## src/rtl/snake_pkg.sv

```systemverilog
// Shared opcodes, FSM state encoding, headings and status-word layout for the
// snake command decoder.
package snake_pkg;

  localparam logic [2:0] OP_NOP        = 3'd0;
  localparam logic [2:0] OP_START      = 3'd1;
  localparam logic [2:0] OP_PAUSE      = 3'd2;
  localparam logic [2:0] OP_RESUME     = 3'd3;
  localparam logic [2:0] OP_DIR        = 3'd4;
  localparam logic [2:0] OP_SPEED      = 3'd5;
  localparam logic [2:0] OP_RESET_GAME = 3'd6;
  localparam logic [2:0] OP_RSVD       = 3'd7;

  typedef enum logic [1:0] {
    S_IDLE  = 2'd0,
    S_RUN   = 2'd1,
    S_PAUSE = 2'd2,
    S_OVER  = 2'd3
  } state_e;

  localparam logic [1:0] DIR_UP    = 2'd0;
  localparam logic [1:0] DIR_RIGHT = 2'd1;
  localparam logic [1:0] DIR_DOWN  = 2'd2;
  localparam logic [1:0] DIR_LEFT  = 2'd3;

  localparam int STB_BUSY  = 0;
  localparam int STB_ERR   = 1;
  localparam int STB_DIR   = 2;
  localparam int STB_STATE = 4;
  localparam int STB_ACK   = 6;

  localparam logic [2:0] SPEED_RESET  = 3'd4;
  localparam logic [6:0] STATUS_RESET = 7'b000_0100;

  // Headings differ by 2 exactly when they point in opposite directions.
  function automatic logic is_reverse(input logic [1:0] a, input logic [1:0] b);
    return (a ^ b) == DIR_DOWN;
  endfunction

endpackage

```

## src/rtl/snake_cmd_decoder_if.sv

```systemverilog
// Command/status conduit between the HPS-side command word and the game logic.
interface snake_cmd_decoder_if;
  logic [6:0] cmd_in;
  logic       game_over;
  logic       step_tick;
  logic [1:0] dir;
  logic       game_rst;
  logic [6:0] status_out;

  modport master (
    output cmd_in, game_over,
    input  step_tick, dir, game_rst, status_out
  );

  modport slave (
    input  cmd_in, game_over,
    output step_tick, dir, game_rst, status_out
  );
endinterface

```

## src/rtl/snake_step_timer.sv

```systemverilog
// Game-step period counter: counts while enabled, pulses step_tick on terminal
// count and reloads the period from the speed presented at that moment.
module snake_step_timer #(
  parameter int TICK_BASE = 500000
) (
  input  logic       clk,
  input  logic       reset_n,
  input  logic       en,
  input  logic       clr,
  input  logic [2:0] speed,
  output logic       step_tick
);

  localparam int CW = ($clog2(TICK_BASE * 8) > 25) ? $clog2(TICK_BASE * 8) : 25;

  function automatic logic [CW-1:0] term_of(input logic [2:0] spd);
    return CW'(TICK_BASE * (8 - int'(spd)) - 1);
  endfunction

  logic [CW-1:0] cnt_q, term_q;

  // term_q latches the period so a speed change only lands on the next reload.
  always_ff @(posedge clk or negedge reset_n) begin
    if (!reset_n) begin
      cnt_q     <= '0;
      term_q    <= term_of(3'd4);
      step_tick <= 1'b0;
    end else begin
      step_tick <= 1'b0;
      if (clr) begin
        cnt_q  <= '0;
        term_q <= term_of(speed);
      end else if (en) begin
        if (cnt_q == term_q) begin
          cnt_q     <= '0;
          term_q    <= term_of(speed);
          step_tick <= 1'b1;
        end else begin
          cnt_q <= cnt_q + 1'b1;
        end
      end
    end
  end

endmodule

```

## src/rtl/snake_cmd_decoder.sv

```systemverilog
// Snake command decoder: synchronises the HPS command word, decodes toggled
// commands, runs the game FSM and step timer. SNAKE_CMD_DIR_QUEUE_EN selects a
// 2-entry heading FIFO instead of the single overwrite pending register.
module snake_cmd_decoder
  import snake_pkg::*;
#(
  parameter int TICK_BASE   = 500000,
  parameter int SYNC_STAGES = 2
) (
  input logic               clk,
  input logic               reset_n,
  snake_cmd_decoder_if.slave bus
);

  localparam int NS = (SYNC_STAGES < 2) ? 2 : SYNC_STAGES;

  logic [NS-1:0][6:0] sync_q;
  logic [6:0] synced;
  logic [2:0] op, arg;
  logic       new_cmd;

  state_e     state_q, eff_state, nxt_state;
  logic [1:0] dir_q;
  logic [2:0] speed_q;
  logic       ack_q, err_q, game_rst_q;
  logic [6:0] status_q, status_d;

  logic over_now, set_err, clr_err, rst_pulse, tmr_clr, speed_we;
  logic dir_push, force_right, flush;
  logic dir_rev, dir_bad, dir_apply;
  logic [1:0] dir_new;
  logic step_tick;

  always_ff @(posedge clk or negedge reset_n) begin
    if (!reset_n) begin
      sync_q <= '0;
    end else begin
      sync_q[0] <= bus.cmd_in;
      for (int i = 1; i < NS; i++) sync_q[i] <= sync_q[i-1];
    end
  end

  assign synced  = sync_q[NS-1];
  assign op      = synced[5:3];
  assign arg     = synced[2:0];
  assign new_cmd = (synced[6] != ack_q);

  // game_over takes the RUN->OVER transition first; a same-cycle command is
  // then judged against OVER.
  assign over_now  = (state_q == S_RUN) && bus.game_over;
  assign eff_state = over_now ? S_OVER : state_q;

  always_comb begin
    nxt_state   = eff_state;
    set_err     = 1'b0;
    clr_err     = 1'b0;
    rst_pulse   = 1'b0;
    tmr_clr     = 1'b0;
    speed_we    = 1'b0;
    dir_push    = 1'b0;
    force_right = 1'b0;
    if (new_cmd) begin
      case (op)
        OP_NOP: ;
        OP_START:
          if (eff_state == S_IDLE || eff_state == S_OVER) begin
            nxt_state   = S_RUN;
            rst_pulse   = 1'b1;
            tmr_clr     = 1'b1;
            force_right = 1'b1;
          end else set_err = 1'b1;
        OP_PAUSE:
          if (eff_state == S_RUN) nxt_state = S_PAUSE;
          else set_err = 1'b1;
        OP_RESUME:
          if (eff_state == S_PAUSE) nxt_state = S_RUN;
          else set_err = 1'b1;
        OP_DIR:   dir_push = 1'b1;
        OP_SPEED: speed_we = 1'b1;
        OP_RESET_GAME: begin
          nxt_state = S_IDLE;
          rst_pulse = 1'b1;
          tmr_clr   = 1'b1;
          clr_err   = 1'b1;
        end
        OP_RSVD:  set_err = 1'b1;
        default: ;
      endcase
    end
  end

  assign flush = rst_pulse || (nxt_state == S_OVER && state_q != S_OVER);

`ifdef SNAKE_CMD_DIR_QUEUE_EN
  logic [1:0][1:0] q_q;
  logic [1:0]      qn_q;
  logic [1:0]      last_dir;
  logic            q_full, do_push;

  assign q_full    = (qn_q == 2'd2);
  assign last_dir  = (qn_q == 2'd0) ? dir_q : (qn_q == 2'd2) ? q_q[1] : q_q[0];
  assign dir_rev   = is_reverse(arg[1:0], last_dir);
  assign dir_bad   = dir_push && (dir_rev || q_full);
  assign do_push   = dir_push && !dir_bad;
  assign dir_apply = step_tick && (qn_q != 2'd0);
  assign dir_new   = q_q[0];

  // Push-with-pop only happens at depth 1, so the new entry lands in slot 0.
  always_ff @(posedge clk or negedge reset_n) begin
    if (!reset_n) begin
      q_q  <= '0;
      qn_q <= '0;
    end else if (flush) begin
      qn_q <= '0;
    end else if (do_push && dir_apply) begin
      q_q[0] <= arg[1:0];
    end else if (do_push) begin
      q_q[qn_q[0]] <= arg[1:0];
      qn_q         <= qn_q + 2'd1;
    end else if (dir_apply) begin
      q_q[0] <= q_q[1];
      qn_q   <= qn_q - 2'd1;
    end
  end
`else
  logic [1:0] pend_q;
  logic       pend_vld_q;

  assign dir_rev   = is_reverse(arg[1:0], dir_q);
  assign dir_bad   = dir_push && dir_rev;
  assign dir_apply = step_tick && pend_vld_q;
  assign dir_new   = pend_q;

  always_ff @(posedge clk or negedge reset_n) begin
    if (!reset_n) begin
      pend_q     <= DIR_UP;
      pend_vld_q <= 1'b0;
    end else if (flush) begin
      pend_vld_q <= 1'b0;
    end else if (dir_push && !dir_rev) begin
      pend_q     <= arg[1:0];
      pend_vld_q <= 1'b1;
    end else if (dir_apply) begin
      pend_vld_q <= 1'b0;
    end
  end
`endif

  snake_step_timer #(.TICK_BASE(TICK_BASE)) u_timer (
    .clk       (clk),
    .reset_n   (reset_n),
    .en        ((state_q == S_RUN) && !bus.game_over),
    .clr       (tmr_clr),
    .speed     (speed_q),
    .step_tick (step_tick)
  );

  always_comb begin
    status_d                  = '0;
    status_d[STB_ACK]         = ack_q;
    status_d[STB_STATE +: 2]  = state_q;
    status_d[STB_DIR +: 2]    = dir_q;
    status_d[STB_ERR]         = err_q;
    status_d[STB_BUSY]        = new_cmd;
  end

  always_ff @(posedge clk or negedge reset_n) begin
    if (!reset_n) begin
      state_q    <= S_IDLE;
      dir_q      <= DIR_RIGHT;
      speed_q    <= SPEED_RESET;
      ack_q      <= 1'b0;
      err_q      <= 1'b0;
      game_rst_q <= 1'b0;
      status_q   <= STATUS_RESET;
    end else begin
      state_q <= nxt_state;
      if (new_cmd)  ack_q   <= synced[6];
      if (speed_we) speed_q <= arg;
      if (force_right)    dir_q <= DIR_RIGHT;
      else if (dir_apply) dir_q <= dir_new;
      if (clr_err)                 err_q <= 1'b0;
      else if (set_err || dir_bad) err_q <= 1'b1;
      game_rst_q <= rst_pulse;
      status_q   <= status_d;
    end
  end

  assign bus.step_tick  = step_tick;
  assign bus.dir        = dir_q;
  assign bus.game_rst   = game_rst_q;
  assign bus.status_out = status_q;

endmodule
```

## src/flat_wrapper.sv

```systemverilog
// flat-port wrapper written by rule: the top's interface ports become plain ports
module snake_cmd_decoder_flat import snake_pkg::*;
#(
  parameter int TICK_BASE   = 500000,
  parameter int SYNC_STAGES = 2
)
  (clk, reset_n, bus_cmd_in, bus_game_over, bus_step_tick, bus_dir, bus_game_rst, bus_status_out);
  snake_cmd_decoder_if bus_i ();
  input logic clk;
  input logic reset_n;
  input wire logic [$bits(bus_i.cmd_in)-1:0] bus_cmd_in;
  input wire logic [$bits(bus_i.game_over)-1:0] bus_game_over;
  output wire logic [$bits(bus_i.step_tick)-1:0] bus_step_tick;
  output wire logic [$bits(bus_i.dir)-1:0] bus_dir;
  output wire logic [$bits(bus_i.game_rst)-1:0] bus_game_rst;
  output wire logic [$bits(bus_i.status_out)-1:0] bus_status_out;
  assign bus_i.cmd_in = bus_cmd_in;
  assign bus_i.game_over = bus_game_over;
  assign bus_step_tick = bus_i.step_tick;
  assign bus_dir = bus_i.dir;
  assign bus_game_rst = bus_i.game_rst;
  assign bus_status_out = bus_i.status_out;
  snake_cmd_decoder #(.TICK_BASE(TICK_BASE), .SYNC_STAGES(SYNC_STAGES)) u_core (.clk(clk), .reset_n(reset_n), .bus(bus_i));
endmodule
```

## config.mk

```make
export PLATFORM = sky130hd
export DESIGN_NAME = snake_cmd_decoder_flat
export DESIGN_NICKNAME = d
export VERILOG_FILES = /design/src/rtl/snake_pkg.sv /design/src/rtl/snake_cmd_decoder_if.sv /design/src/rtl/snake_step_timer.sv /design/src/rtl/snake_cmd_decoder.sv /design/src/flat_wrapper.sv
export SDC_FILE = /design/constraint.sdc
export NUM_CORES = 1
export LEC_CHECK = 0
export CORE_ASPECT_RATIO = 1.75
export CORE_UTILIZATION = 50
export DETAILED_ROUTE_END_ITERATION = 12
export HOLD_SLACK_MARGIN = 0.12
export PLACE_DENSITY = 0.75
export RECOVER_POWER = 25
export SETUP_SLACK_MARGIN = 0.02
export SLEW_MARGIN = 20
export SYNTH_ARGS = -nofsm -noshare
export SYNTH_HDL_FRONTEND = slang
export SYNTH_SLANG_ARGS = --single-unit
```

## constraint.sdc

```tcl
create_clock -name clk -period 8.1 [get_ports clk]
set_input_delay 1.215 -clock clk [delete_from_list [all_inputs] [get_ports clk]]
set_output_delay 1.215 -clock clk [all_outputs]
set_load 0.005 [all_outputs]
```

==> results.md, run 1 <==
- After technology mapping, the gate count stands at 452.
- For the final database, setup skew stands at 3.97 ps.
- Setup repair after global routing left no endpoint under its margin.
- The sequential fraction of the synthesis area is 44.1%.
- The final reports fail on max-capacitance violations, max-slew violations.
- For the worst setup path, the data required time is 7600 ps.
- In the routed design, unresolved DRC markers number 0.
- Counting flops with an async set or reset pin after synthesis yields a share of 100%.
- For this run, the share of the core covered by cells in the final layout is 58.5%.
- The post-CTS setup repair buffer count is 0.
- The worst register-to-register path has a depth of 13.
- Once detail routing completed, the nets flagged for antenna violations numbered 0.
- The terminus of the critical flop-to-flop path is u_core.u_timer.term_q[22].
- Global routing consumed, over all layers together, 21.7% of the routing resources.
- The share of post-route cells with drive strength above 1 is 9.15%.
- At the worst endpoint, the arrival time is 4080 ps.
- For this run, the detailed router's first-pass iteration total came to 4.
- The number of setup violations in the final report is 0.
- The signal on the critical path passes through clkbuf_1.
- In the synthesized netlist the dominant register cell turns out to be sky130_fd_sc_hd__dfrtp_1.
- Yosys printed 0 warnings.
- The total I/O pin count is 21.
- The die is 128 microns tall.
- The cell family contributing the most delay on the critical path is buffers and inverters.
- The maximum frequency from static timing analysis is 219 MHz.
- Together, buffers and inverters on the worst path number 1.
- After synthesis, the largest family of logic cells by area is simple AND/OR/NAND/NOR gates.
- The slew of the pin with the lowest slew margin is 4050 ps.
- Summed over all layers, the global routing overflow is 0.
- The post-cts hold buffer count is 0.
- TritonCTS built the clock tree.
- In the final routed layout, each cell accounts on average for 15.5 microns.
- The clock net sink count is 80.
- In this run the mean area of a mapped cell was 10.1 sq um.
- The worst register-to-register path begins at u_core.speed_q[0].
- The start point of the worst hold path is u_core.sync_q[4].
- The flow ran to the end, but the final reports show violations.
- In this run the core area contains 45 standard-cell rows.
- The floorplan step defined a die boundary enclosing 9530 sq um.
- The worst setup path is captured at an asynchronous set/reset pin.
- The number of flops mapped to enable cells by yosys is 0.
- The remaining max-slew budget at the tightest pin is -170%.
- The tool flagged a number of max-cap violations equal to 1.
- Summing every instance area after synthesis gives 4570 sq um.
- The multiplexer fraction of the synthesized cell area is 2.88%.
- The path class of the tightest hold or removal check is reg2reg.
- Buffers placed on the I/O ports in this run total 20.
- The maximum net fanout on the critical path is 80.
- The final sum of negative setup slack is 0 ps.
- The floorplan step set the die width to 74.2 microns.
- The repair_antennas step left the layout with diodes totalling 0.
- The hold violation count in the final report is 0.
- Post-CTS repair changed the size of 0 cells.
- The setup slack after layout is 3530 ps.
- Across all register-to-register paths, the minimum setup slack is 3610 ps.
- The CTS buffer count is 9.
- For hold timing, the worst endpoint is u_core.synced[4].
- The synthesized design contains 80 register bits.
- After clock tree synthesis, the clock-pin slew on the worst setup and hold paths is 60 ps.
- In this run the static leakage power is 0.00225 uW.
- The longest individual stage delay on the worst path is 2800 ps.
- In the layout the commonest cells are sky130_fd_sc_hd__dfrtp_1 (69), sky130_fd_sc_hd__nor2_1 (47), sky130_fd_sc_hd__xor2_1 (44).
- The core area is 8780 sq um.
- In this run the power density over the cells is 381 nW/um^2.
- The initial antenna violation count is 0.
- STA classifies the critical path startpoint as an input port.
- In this run the number of H-tree levels came out at 3.
- Summed over all nets, the half-perimeter wirelength after detailed placement is 6570 microns.
- Summing the areas of all xor and xnor instances in the mapped netlist gives 11.6% of the synthesized area.
- The routability congestion estimate from global placement is 0.838.
- The post-placement setup slack is 3630 ps.
- The global-route wire length before repair is 15500 microns.
- The synthesized netlist devotes 11.0% of its cell area to compound gates.
- The minimum clock period after layout is 4570 ps.
- The final number of max-transition violations is 81.
- Summed over all layers, the routed wires come to 9110 microns.
- Relative to the synthesized area, the layout overhead comes to 12.5%.
- The worst hold path was traced through 0 stages.
- Entering global routing, the biggest net connects 81 pins.
- The clock insertion delay at the later pin of the skew report is 340 ps.
- The final critical path takes up 56.4% of the cycle.
- The adder-cell area share of the yosys netlist is 7.62%.
- After the first detailed-routing iteration, the DRC count stood at 255.
- The root cell of the clock tree is sky130_fd_sc_hd__clkbuf_16.
- In the final design database the tool counted 501 nets.
- The total vias in the final route is 3298.
- The starting density of the core is 52.0%.
- The net count of the mapped netlist is 488.
- In this run the deepest clock path goes through 2 buffers.
- The commonest non-fill, non-tap cell in the layout is sky130_fd_sc_hd__dfrtp_1.
- The maximum resistive drop on vdd is 451 uV.
- In the routed layout, each cell is associated on average with a via count of 5.62.
- The via count of the first global-routing pass was 3252.
- The slowest cell on the critical path is sky130_fd_sc_hd__clkbuf_1.
- The synthesized netlist contains 62 unique library cells.
- The worst setup path is of the in2async kind.
- Of the total synthesized cell area, the portion taken by AND, OR, NAND and NOR gates is 19.2%.
- The fill cell instance count of the final layout is 774.
==> synth_stat cells, drive strengths merged, types with 4 or more instances <==
master  number  area share [%]
xnor2       15             3.0
nor2        47             3.9
dfstp       11             6.3
dfrtp       69              38
buf         10             1.3
nor2b        5            0.68
nand3b       5            0.82
a21oi       29             3.3
and2         5            0.68
and3         7            0.96
o21ai       16             1.8
ha          23             6.3
o211ai       5            0.82
nand3       17             1.9
nand4        6            0.82
and4         5            0.96
clkbuf       9            0.74
xor2        44             8.6
a21o         4            0.66
nor3         9            0.99
mux2         9             2.2
inv         18             1.5
nor4        14             2.2
nand2       25             2.1
==> routing by layer <==
metal | track usage, % | up-vias | part of all wire [%] | routed length (microns)
li1 | - | 1611 | - | -
met5 | 0 | - | 0 | 0
met2 | 36.7 | 68 | 53 | 4850
met1 | 24.5 | 1591 | 40 | 3620
met3 | 3.99 | 28 | 2.6 | 234
met4 | 13.7 | 0 | 4.5 | 410
==> power breakdown <==
part	switching (uW)	internal, uW	total [uW]
Sequential	80.5	502	582
Combinational	544	416	960
Clock	165	251	416
Total	790	1170	1960
==> per-stage QoR <==
step | instances | power, uW | hold slack, ps | instance area (sq um)
after CTS | 587 | 1970 | 350 | 5150
final | 587 | 1960 | 349 | 5140
after detailed placement | 571 | 1540 | 336 | 4840
after floorplan | 452 | 1340 | 331 | 4570
after global placement | 571 | 1510 | 332 | 4840
after global routing | 587 | 2110 | 352 | 5140
==> worst max path at each step <==
stage,from,end,slack [ps],depth (start not counted)
after floorplan,u_core.speed_q[0],u_core.u_timer.term_q[22],4300,14
after global placement,u_core.speed_q[0],u_core.u_timer.term_q[22],3750,13
after detailed placement,u_core.speed_q[0],u_core.u_timer.term_q[22],3630,13
after CTS,u_core.speed_q[0],u_core.u_timer.term_q[22],3590,13
after global routing,reset_n,u_core.u_timer.cnt_q[13],2560,1
final,reset_n,u_core.u_timer.term_q[8],3530,1
==> sequential cells by signal, summed over array words and instances (netlist names), 2 cells and up <==
register,count
u_core.dir_new,2
u_core.u_timer.cnt_q,25
u_core.speed_q,3
u_core.bus.status_out,7
u_core.u_timer.term_q,20
u_core.state_q,2
u_core.sync_q,7
u_core.synced,7
u_core.bus.dir,2
==> cell families (layout without fill, tap and decap cells) <==
logic type,Yosys count,in the layout
compound gates,75,75
mux,12,12
buf+inv,37,55
flops,80,80
fa+ha+maj,26,26
xor+xnor,59,59
simple gates,163,163
==> area by class of cell <==
class	instances	area [sq um]	share of cell area [%]
multi-input cells	335	2390	46.6
inverters	18	67.6	1.31
clock buffers	10	239	4.65
repair buffers	21	201	3.92
clock inverters	6	73.8	1.44
flip-flops and latches	80	2020	39.2
well taps	117	146	2.85
Power figures use the tool's default switching activity.
==> run 2, diff against run 1 <==
--- a/config.mk
+++ b/config.mk
@@ -9,7 +9,7 @@
 export CORE_UTILIZATION = 50
 export DETAILED_ROUTE_END_ITERATION = 12
 export HOLD_SLACK_MARGIN = 0.12
-export PLACE_DENSITY = 0.75
+export PLACE_DENSITY = 0.78
 export RECOVER_POWER = 25
 export SETUP_SLACK_MARGIN = 0.02
 export SLEW_MARGIN = 20
==> constraint.sdc (replaced) <==
create_clock -name clk -period 4.1 [get_ports clk]
set_input_delay 0.615 -clock clk [delete_from_list [all_inputs] [get_ports clk]]
set_output_delay 0.615 -clock clk [all_outputs]
set_load 0.005 [all_outputs]
==> results.md, run 2 (synthesized netlist as in run 1, its figures left out) <==
- Result of the run: finished clean (was finished with violations).
- The largest register by flop count is u_core.u_timer.cnt_q (unchanged).
- The CTS buffer count is 9 (unchanged).
- The count of inserted antenna diode cells is 0 (unchanged).
- The total vias in the final route came to 3319 (was 3298).
- Setup repair after global routing missed its margin: true (was false).
- The maximum net fanout on the critical path is 9 (was 80).
- The die outline height is 128 microns (unchanged).
- Leading cell types in the layout, fill and taps excluded: sky130_fd_sc_hd__dfrtp_1 (69), sky130_fd_sc_hd__nor2_1 (47), sky130_fd_sc_hd__xor2_1 (42) (was sky130_fd_sc_hd__dfrtp_1 (69), sky130_fd_sc_hd__nor2_1 (47), sky130_fd_sc_hd__xor2_1 (44)).
- The global-route wire length before repair was 15600 microns (was 15500 microns).
- The average via count per standard cell came to 5.61 (was 5.62).
- The number of H-tree branching levels is 3 (unchanged).
- The endpoint arrival time on the critical path came to 4150 ps (was 4080 ps).
- The critical setup path kind is reg2reg (was in2async).
- The root cell of the clock tree was sky130_fd_sc_hd__clkbuf_16 (unchanged).
- The remaining antenna violation count after routing is 0 (unchanged).
- The share of post-route cells with drive strength above 1 is 10.9% (was 9.15%).
- The clock net sink count is 80 (unchanged).
- The number of nets in the layout is 506 (was 501).
- The number of placed instances, taps included is 575 (was 571).
- The minimum clock period after layout is 3890 ps.
- The global routing usage on met2 is 36.6% (was 36.7%).
- The count of unresolved DRC violations after routing is 0 (unchanged).
- The commonest non-fill, non-tap cell in the layout was sky130_fd_sc_hd__dfrtp_1 (unchanged).
- The number of iterations in the first detailed-routing pass came to 4 (unchanged).
- The overall track demand over capacity in global routing is 21.8% (was 21.7%).
- The cell leakage power is 0.00228 uW (was 0.00225 uW).
- Timing would allow up to 257 MHz.
- The width of the chip is 74.2 microns (unchanged).
- The total length of routed wires was 9330 microns (was 9110 microns).
- The global-route met1 utilization is 24.7% (was 24.5%).
- The remaining max-slew budget at the tightest pin is 2.97% (was -170%).
- The hold violation count in the final report is 0 (unchanged).
- The areal power density over the cells was 759 nW/um^2 (was 381 nW/um^2).
- The max-capacitance violation count was 0 (was 1).
- The detailed-placement wirelength estimate is 6790 microns (was 6570 microns).
- The internal reg-to-reg setup slack is 210 ps (was 3610 ps).
- The leftover overflow at the end of global routing was 0 (unchanged).
- The number of setup violations in the final report was 0 (unchanged).
- The post-layout instance count excluding filler cells is 592 (was 587).
- The core area is 8780 sq um (unchanged).
- The initial antenna violation count was 0 (unchanged).
- The launching element type of the critical path is a flip-flop (was input port).
- The starting density of the core is 52.0% (unchanged).
- The highest-utilization routing layer at the global route stage is met2 (unchanged).
- The final number of max-transition violations was 0 (was 81).
- The final sum of negative setup slack is 0 ps (unchanged).
- The synthesis-to-finish area growth was 13.9% (was 12.5%).
- The slew of the pin with the lowest slew margin is 1460 ps (was 4050 ps).
- After layout, the worst path uses 94.9% of the clock period.
- The met3 track utilization from global routing is 4.78% (was 3.99%).
- The maximum resistive drop on vdd was 818 uV (was 451 uV).
- The row count is 45 (unchanged).
- The clock insertion delay at the later pin of the skew report is 340 ps (about the same).
- The total I/O pin count is 21 (unchanged).
- The routability congestion estimate from global placement is 0.896 (was 0.838).
- The number of buffers inserted by port buffering was 20 (unchanged).
- The number of flip-flops under the largest register name is 25 (unchanged).
- The clock tree from TritonCTS is built (unchanged).
- The via count of the first global-routing pass is 3313 (was 3252).
- Largest regs: u_core.u_timer.cnt_q: 25 flops, u_core.u_timer.term_q: 20 flops (unchanged).
- The routed length per placed instance is 15.8 microns (was 15.5 microns).
- The clock transition time at the flip-flop clock pins of the worst setup and hold paths is 70 ps (was 60 ps).
- The area enclosed by the die boundary is 9530 sq um (unchanged).
- The post-cts hold buffer count is 0 (unchanged).
- The kind of capture point of the worst setup path is a flip-flop (was asynchronous set/reset pin).
- The class of the tightest hold or removal check is reg2reg (unchanged).
- The required time at the worst-slack endpoint is 4360 ps (was 7600 ps).
- The largest buffer count on any clock path is 2 (unchanged).
- The setup clock skew after layout was 9.70 ps (was 3.97 ps).
- The pin count of the biggest net entering global routing came to 81 (unchanged).
- The detailed router's first-iteration violation count is 222 (was 255).
run 2: cell count changes in the layout (fill, tap and decap cells not counted), sizes merged:
cell,delta
buf,+4
clkinv,-1
inv,+2
run 2: metal layers:
| layer | wire length, microns | part of all wire (%) |
|---|---|---|
| met5 | 0 | 0 |
| met4 | 459 | 4.9 |
| met3 | 209 | 2.2 |
| met2 | 4980 | 53 |
| met1 | 3680 | 39 |
run 2: stage by stage:
| step | setup WS [ps] | power, uW | hold WS (ps) | util [%] | area [sq um] |
|---|---|---|---|---|---|
| after CTS | 132 | 3910 | 354 | 58.9 | 5180 |
| after detailed placement | 152 | 3070 | 339 | 55.4 | 4870 |
| after global routing | 7.42 | 4230 | 358 | 59.2 | 5200 |
| after floorplan | 302 | 2640 | 319 | - | 4570 |
| final | 209 | 3950 | 350 | 59.2 | 5200 |
| after global placement | 328 | 2980 | 331 | 55.4 | 4870 |
run 2: worst max-delay path: stages (launching register included):
cell and delay (ps):
sky130_fd_sc_hd__dfrtp_1 470, sky130_fd_sc_hd__inv_1 150, sky130_fd_sc_hd__ha_1 270, sky130_fd_sc_hd__xnor2_2 290, sky130_fd_sc_hd__ha_1 310, sky130_fd_sc_hd__fa_1 550, sky130_fd_sc_hd__inv_1 70, sky130_fd_sc_hd__fa_1 440
sky130_fd_sc_hd__nand2b_1 200, sky130_fd_sc_hd__nand2_1 80, sky130_fd_sc_hd__mux2_2 340, sky130_fd_sc_hd__o32ai_2 290, sky130_fd_sc_hd__nand3_1 150, sky130_fd_sc_hd__a31oi_1 200
run 2: area by class of cell:
type | count | area, sq um
Tap cell | 117 | 146
Timing Repair Buffer | 26 | 236
Fill cell | 753 | 3580
Multi-Input combinational cell | 335 | 2420
Sequential cell | 80 | 2020
Clock inverter | 7 | 85.1
Clock buffer | 9 | 225
Inverter | 18 | 67.6
run 2: final timing paths:
check	start	endpoint	cells past startpoint
max	u_core.speed_q[1]	u_core.u_timer.term_q[22]	13
min	u_core.sync_q[3]	u_core.synced[3]	0
min in group asynchronous	reset_n	u_core.bus.status_out[1]	1
min reg2reg	u_core.sync_q[3]	u_core.synced[3]	0
max reg2reg	u_core.speed_q[1]	u_core.u_timer.term_q[22]	13
max in group asynchronous	reset_n	u_core.u_timer.term_q[14]	2
run 2: what timing repair did:
item | in CTS | in global routing
resized for setup | 0 | 3
buffers inserted | 0 | 0
endpoints found under the hold margin | 0 | 0
endpoints found under the setup margin | 0 | 5
run 2: report_power, final:
part / total (uW) / leakage (uW) / switching [uW] / internal [uW]
combinational: 1990 / 0.00114 / 1130 / 860
sequential: 1140 / 0.000988 / 146 / 991
clock: 823 / 0.000153 / 339 / 484
==> run 3, diff against run 2 <==
--- a/config.mk
+++ b/config.mk
@@ -9,7 +9,7 @@
 export CORE_UTILIZATION = 50
 export DETAILED_ROUTE_END_ITERATION = 12
 export HOLD_SLACK_MARGIN = 0.12
-export PLACE_DENSITY = 0.78
+export PLACE_DENSITY = 0.75
 export RECOVER_POWER = 25
 export SETUP_SLACK_MARGIN = 0.02
 export SLEW_MARGIN = 20
==> constraint.sdc (replaced) <==
create_clock -name clk -period 4.9 [get_ports clk]
set_input_delay 0.735 -clock clk [delete_from_list [all_inputs] [get_ports clk]]
set_output_delay 0.735 -clock clk [all_outputs]
set_load 0.005 [all_outputs]
==> results.md, run 3 (synthesized netlist as in run 1, its figures left out) <==
- The slew of the pin with the lowest slew margin is 1880 ps (was 1460 ps).
- The starting density of the core is 52.0% (unchanged).
- The met2 wirelength from detailed routing is 4580 microns (was 4980 microns).
- The commonest non-fill, non-tap cell in the layout is sky130_fd_sc_hd__dfrtp_1 (unchanged).
- The clock tree from TritonCTS is built (unchanged).
- The final sum of negative setup slack is 0 ps (unchanged).
- The minimum clock period after layout was 4060 ps (was 3890 ps).
- The met1 layer wirelength in the final routing was 3590 microns (was 3680 microns).
- The number of buffers inserted by port buffering is 20 (unchanged).
- The worst reg2reg path startpoint is u_core.speed_q[1] (unchanged).
- The total cell area at the placement stage is 4860 sq um (was 4870 sq um).
- The clock net sink count was 80 (unchanged).
- Setup repair after global routing missed its margin: false (was true).
- The checks that failed: max-capacitance violations, max-slew violations.
- The clock transition time at the flip-flop clock pins of the worst setup and hold paths is 60 ps (was 70 ps).
- The core area is 8780 sq um (unchanged).
- The number of iterations in the first detailed-routing pass is 4 (unchanged).
- The post-layout instance count excluding filler cells was 590 (was 592).
- The area enclosed by the die boundary was 9530 sq um (unchanged).
- Largest regs: u_core.u_timer.cnt_q: 25 flops, u_core.u_timer.term_q: 20 flops (unchanged).
- The initial antenna violation count is 0 (unchanged).
- The root cell of the clock tree is sky130_fd_sc_hd__clkbuf_16 (unchanged).
- The average via count per standard cell is 5.58 (was 5.61).
- The detailed router's first-iteration violation count was 152 (was 222).
- The count of unresolved DRC violations after routing is 0 (unchanged).
- The required time at the worst-slack endpoint is 5150 ps (was 4360 ps).
- The total I/O pin count is 21 (unchanged).
- The remaining max-slew budget at the tightest pin is -25.3% (was 2.97%).
- Leading cell types in the layout, fill and taps excluded: sky130_fd_sc_hd__dfrtp_1 (69), sky130_fd_sc_hd__nor2_1 (47), sky130_fd_sc_hd__xor2_1 (44) (was sky130_fd_sc_hd__dfrtp_1 (69), sky130_fd_sc_hd__nor2_1 (47), sky130_fd_sc_hd__xor2_1 (42)).
- The number of H-tree branching levels is 3 (unchanged).
- The share of post-route cells with drive strength above 1 is 9.94% (was 10.9%).
- The via count of the first global-routing pass is 3203 (was 3313).
- The number of cells on the worst reg-to-reg path came to 13 (unchanged).
- Cells along the critical path: inv_1 -> ha_1 -> xnor2_2 -> ha_1 -> fa_1 -> inv_1 -> fa_1 -> nand2b_1 -> nand2_1 -> mux2_2 -> o32ai_1 -> nand3_1 -> a31oi_1 (was inv_1 -> ha_1 -> xnor2_2 -> ha_1 -> fa_1 -> inv_1 -> fa_1 -> nand2b_1 -> nand2_1 -> mux2_2 -> o32ai_2 -> nand3_1 -> a31oi_1).
- The cell family contributing the most delay on the critical path is adder cells (unchanged).
- The kind of capture point of the worst setup path is a flip-flop (unchanged).
- The routed length per placed instance was 14.9 microns (was 15.8 microns).
- The total vias in the final route is 3293 (was 3319).
- The width of the chip is 74.2 microns (unchanged).
- The setup clock skew after layout was 7.29 ps (was 9.70 ps).
- The number of flip-flops under the largest register name is 25 (unchanged).
- The global-route wire length before repair was 14900 microns (was 15600 microns).
- The post-cts hold buffer count is 0 (unchanged).
- The launching element type of the critical path is a flip-flop (unchanged).
- The maximum frequency from static timing analysis came to 246 MHz (was 257 MHz).
- The internal reg-to-reg setup slack is 840 ps (was 210 ps).
- The highest metal layer used by the detailed router is met4 (unchanged).
- The number of setup violations in the final report is 0 (unchanged).
- The hold violation count in the final report is 0 (unchanged).
- The met3 wirelength from detailed routing is 180 microns (was 209 microns).
- The quantity of gates resized following cts is 0 (unchanged).
- The die outline height was 128 microns (unchanged).
- The post-CTS setup repair buffer count is 0 (unchanged).
- The largest register by flop count is u_core.u_timer.cnt_q (unchanged).
- The detailed-placement wirelength estimate is 6490 microns (was 6790 microns).
- The areal power density over the cells is 625 nW/um^2 (was 759 nW/um^2).
- The routability congestion estimate from global placement came to 0.870 (was 0.896).
- The number of placed instances, taps included is 574 (was 575).
- Result of the run: finished with violations (was finished clean).
- The cell leakage power is 0.00226 uW (was 0.00228 uW).
- The share of the clock period used by the worst path after layout is 82.9% (was 94.9%).
- The final number of max-transition violations is 81 (was 0).
- The max-capacitance violation count is 1 (was 0).
- The number of cells on the worst hold path is 0 (unchanged).
- The terminus of the critical flop-to-flop path was u_core.u_timer.term_q[22] (unchanged).
- The endpoint arrival time on the critical path is 4310 ps (was 4150 ps).
- The start point of the worst hold path is u_core.sync_q[4] (was u_core.sync_q[3]).
- The leftover overflow at the end of global routing is 0 (unchanged).
- The worst path buffer plus inverter count is 2 (unchanged).
- The total length of routed wires is 8780 microns (was 9330 microns).
- The pin count of the biggest net entering global routing is 81 (unchanged).
- The overall track demand over capacity in global routing came to 20.9% (was 21.8%).
- The maximum resistive drop on vdd was 651 uV (was 818 uV).
- The clock insertion delay at the later pin of the skew report is 340 ps (about the same).
- The class of the tightest hold or removal check was reg2reg (unchanged).
- The count of inserted antenna diode cells is 0 (unchanged).
- The largest buffer count on any clock path is 2 (unchanged).
- The remaining antenna violation count after routing is 0 (unchanged).
- The longest individual stage delay on the worst path is 540 ps (was 550 ps).
- The row count was 45 (unchanged).
- The CTS buffer count is 9 (unchanged).
- The post-layout instance area was 5150 sq um (was 5200 sq um).
- The critical setup path kind is reg2reg (unchanged).
- The slowest cell on the critical path is sky130_fd_sc_hd__fa_1 (unchanged).
- The maximum net fanout on the critical path is 9 (unchanged).
- The synthesis-to-finish area growth was 12.9% (was 13.9%).
- The worst min-delay path endpoint is u_core.synced[4] (was u_core.synced[3]).
- The number of nets in the layout is 504 (was 506).
[run 3: area by class of cell]
type	instances	area, sq um
Inverter	18	67.6
Clock buffer	9	225
Tap cell	117	146
Multi-Input combinational cell	335	2390
Fill cell	770	3630
Clock inverter	7	80.1
Sequential cell	80	2020
Timing Repair Buffer	24	225
[run 3: worst max-delay path by stage]
stage	startpoint	to	slack [ps]	depth (start not counted)
2_1_floorplan	u_core.speed_q[0]	u_core.u_timer.term_q[22]	1100	14
3_3_place_gp	u_core.speed_q[1]	u_core.u_timer.term_q[22]	1030	13
3_5_place_dp	u_core.speed_q[1]	u_core.u_timer.term_q[22]	840	13
4_1_cts	u_core.speed_q[1]	u_core.u_timer.term_q[22]	830	13
5_1_grt	u_core.speed_q[1]	u_core.u_timer.term_q[22]	460	12
6_report	u_core.speed_q[1]	u_core.u_timer.term_q[22]	840	13
[run 3: per-stage QoR]
| stage | power (uW) | utilization [%] | setup WS, ps | hold WS (ps) |
|---|---|---|---|---|
| 3_5_place_dp | 2570 | 55.3 | 841 | 335 |
| 3_3_place_gp | 2530 | 55.3 | 1030 | 331 |
| 4_1_cts | 3250 | 58.8 | 832 | 349 |
| 6_report | 3220 | 58.7 | 840 | 348 |
| 5_1_grt | 3480 | 58.7 | 461 | 350 |
| 2_1_floorplan | 2210 | - | 1100 | 331 |
[run 3: layer usage]
| metal | global-route usage [%] | vias to the layer above |
|---|---|---|
| met5 | 0 | - |
| met4 | 13.1 | 0 |
| met3 | 3.68 | 25 |
| met2 | 34.7 | 52 |
| met1 | 24.6 | 1597 |
| li1 | - | 1619 |
[run 3: power by group]
part,switching [uW],total [uW],internal (uW)
clock,272,672,400
sequential,117,946,829
combinational,914,1600,688
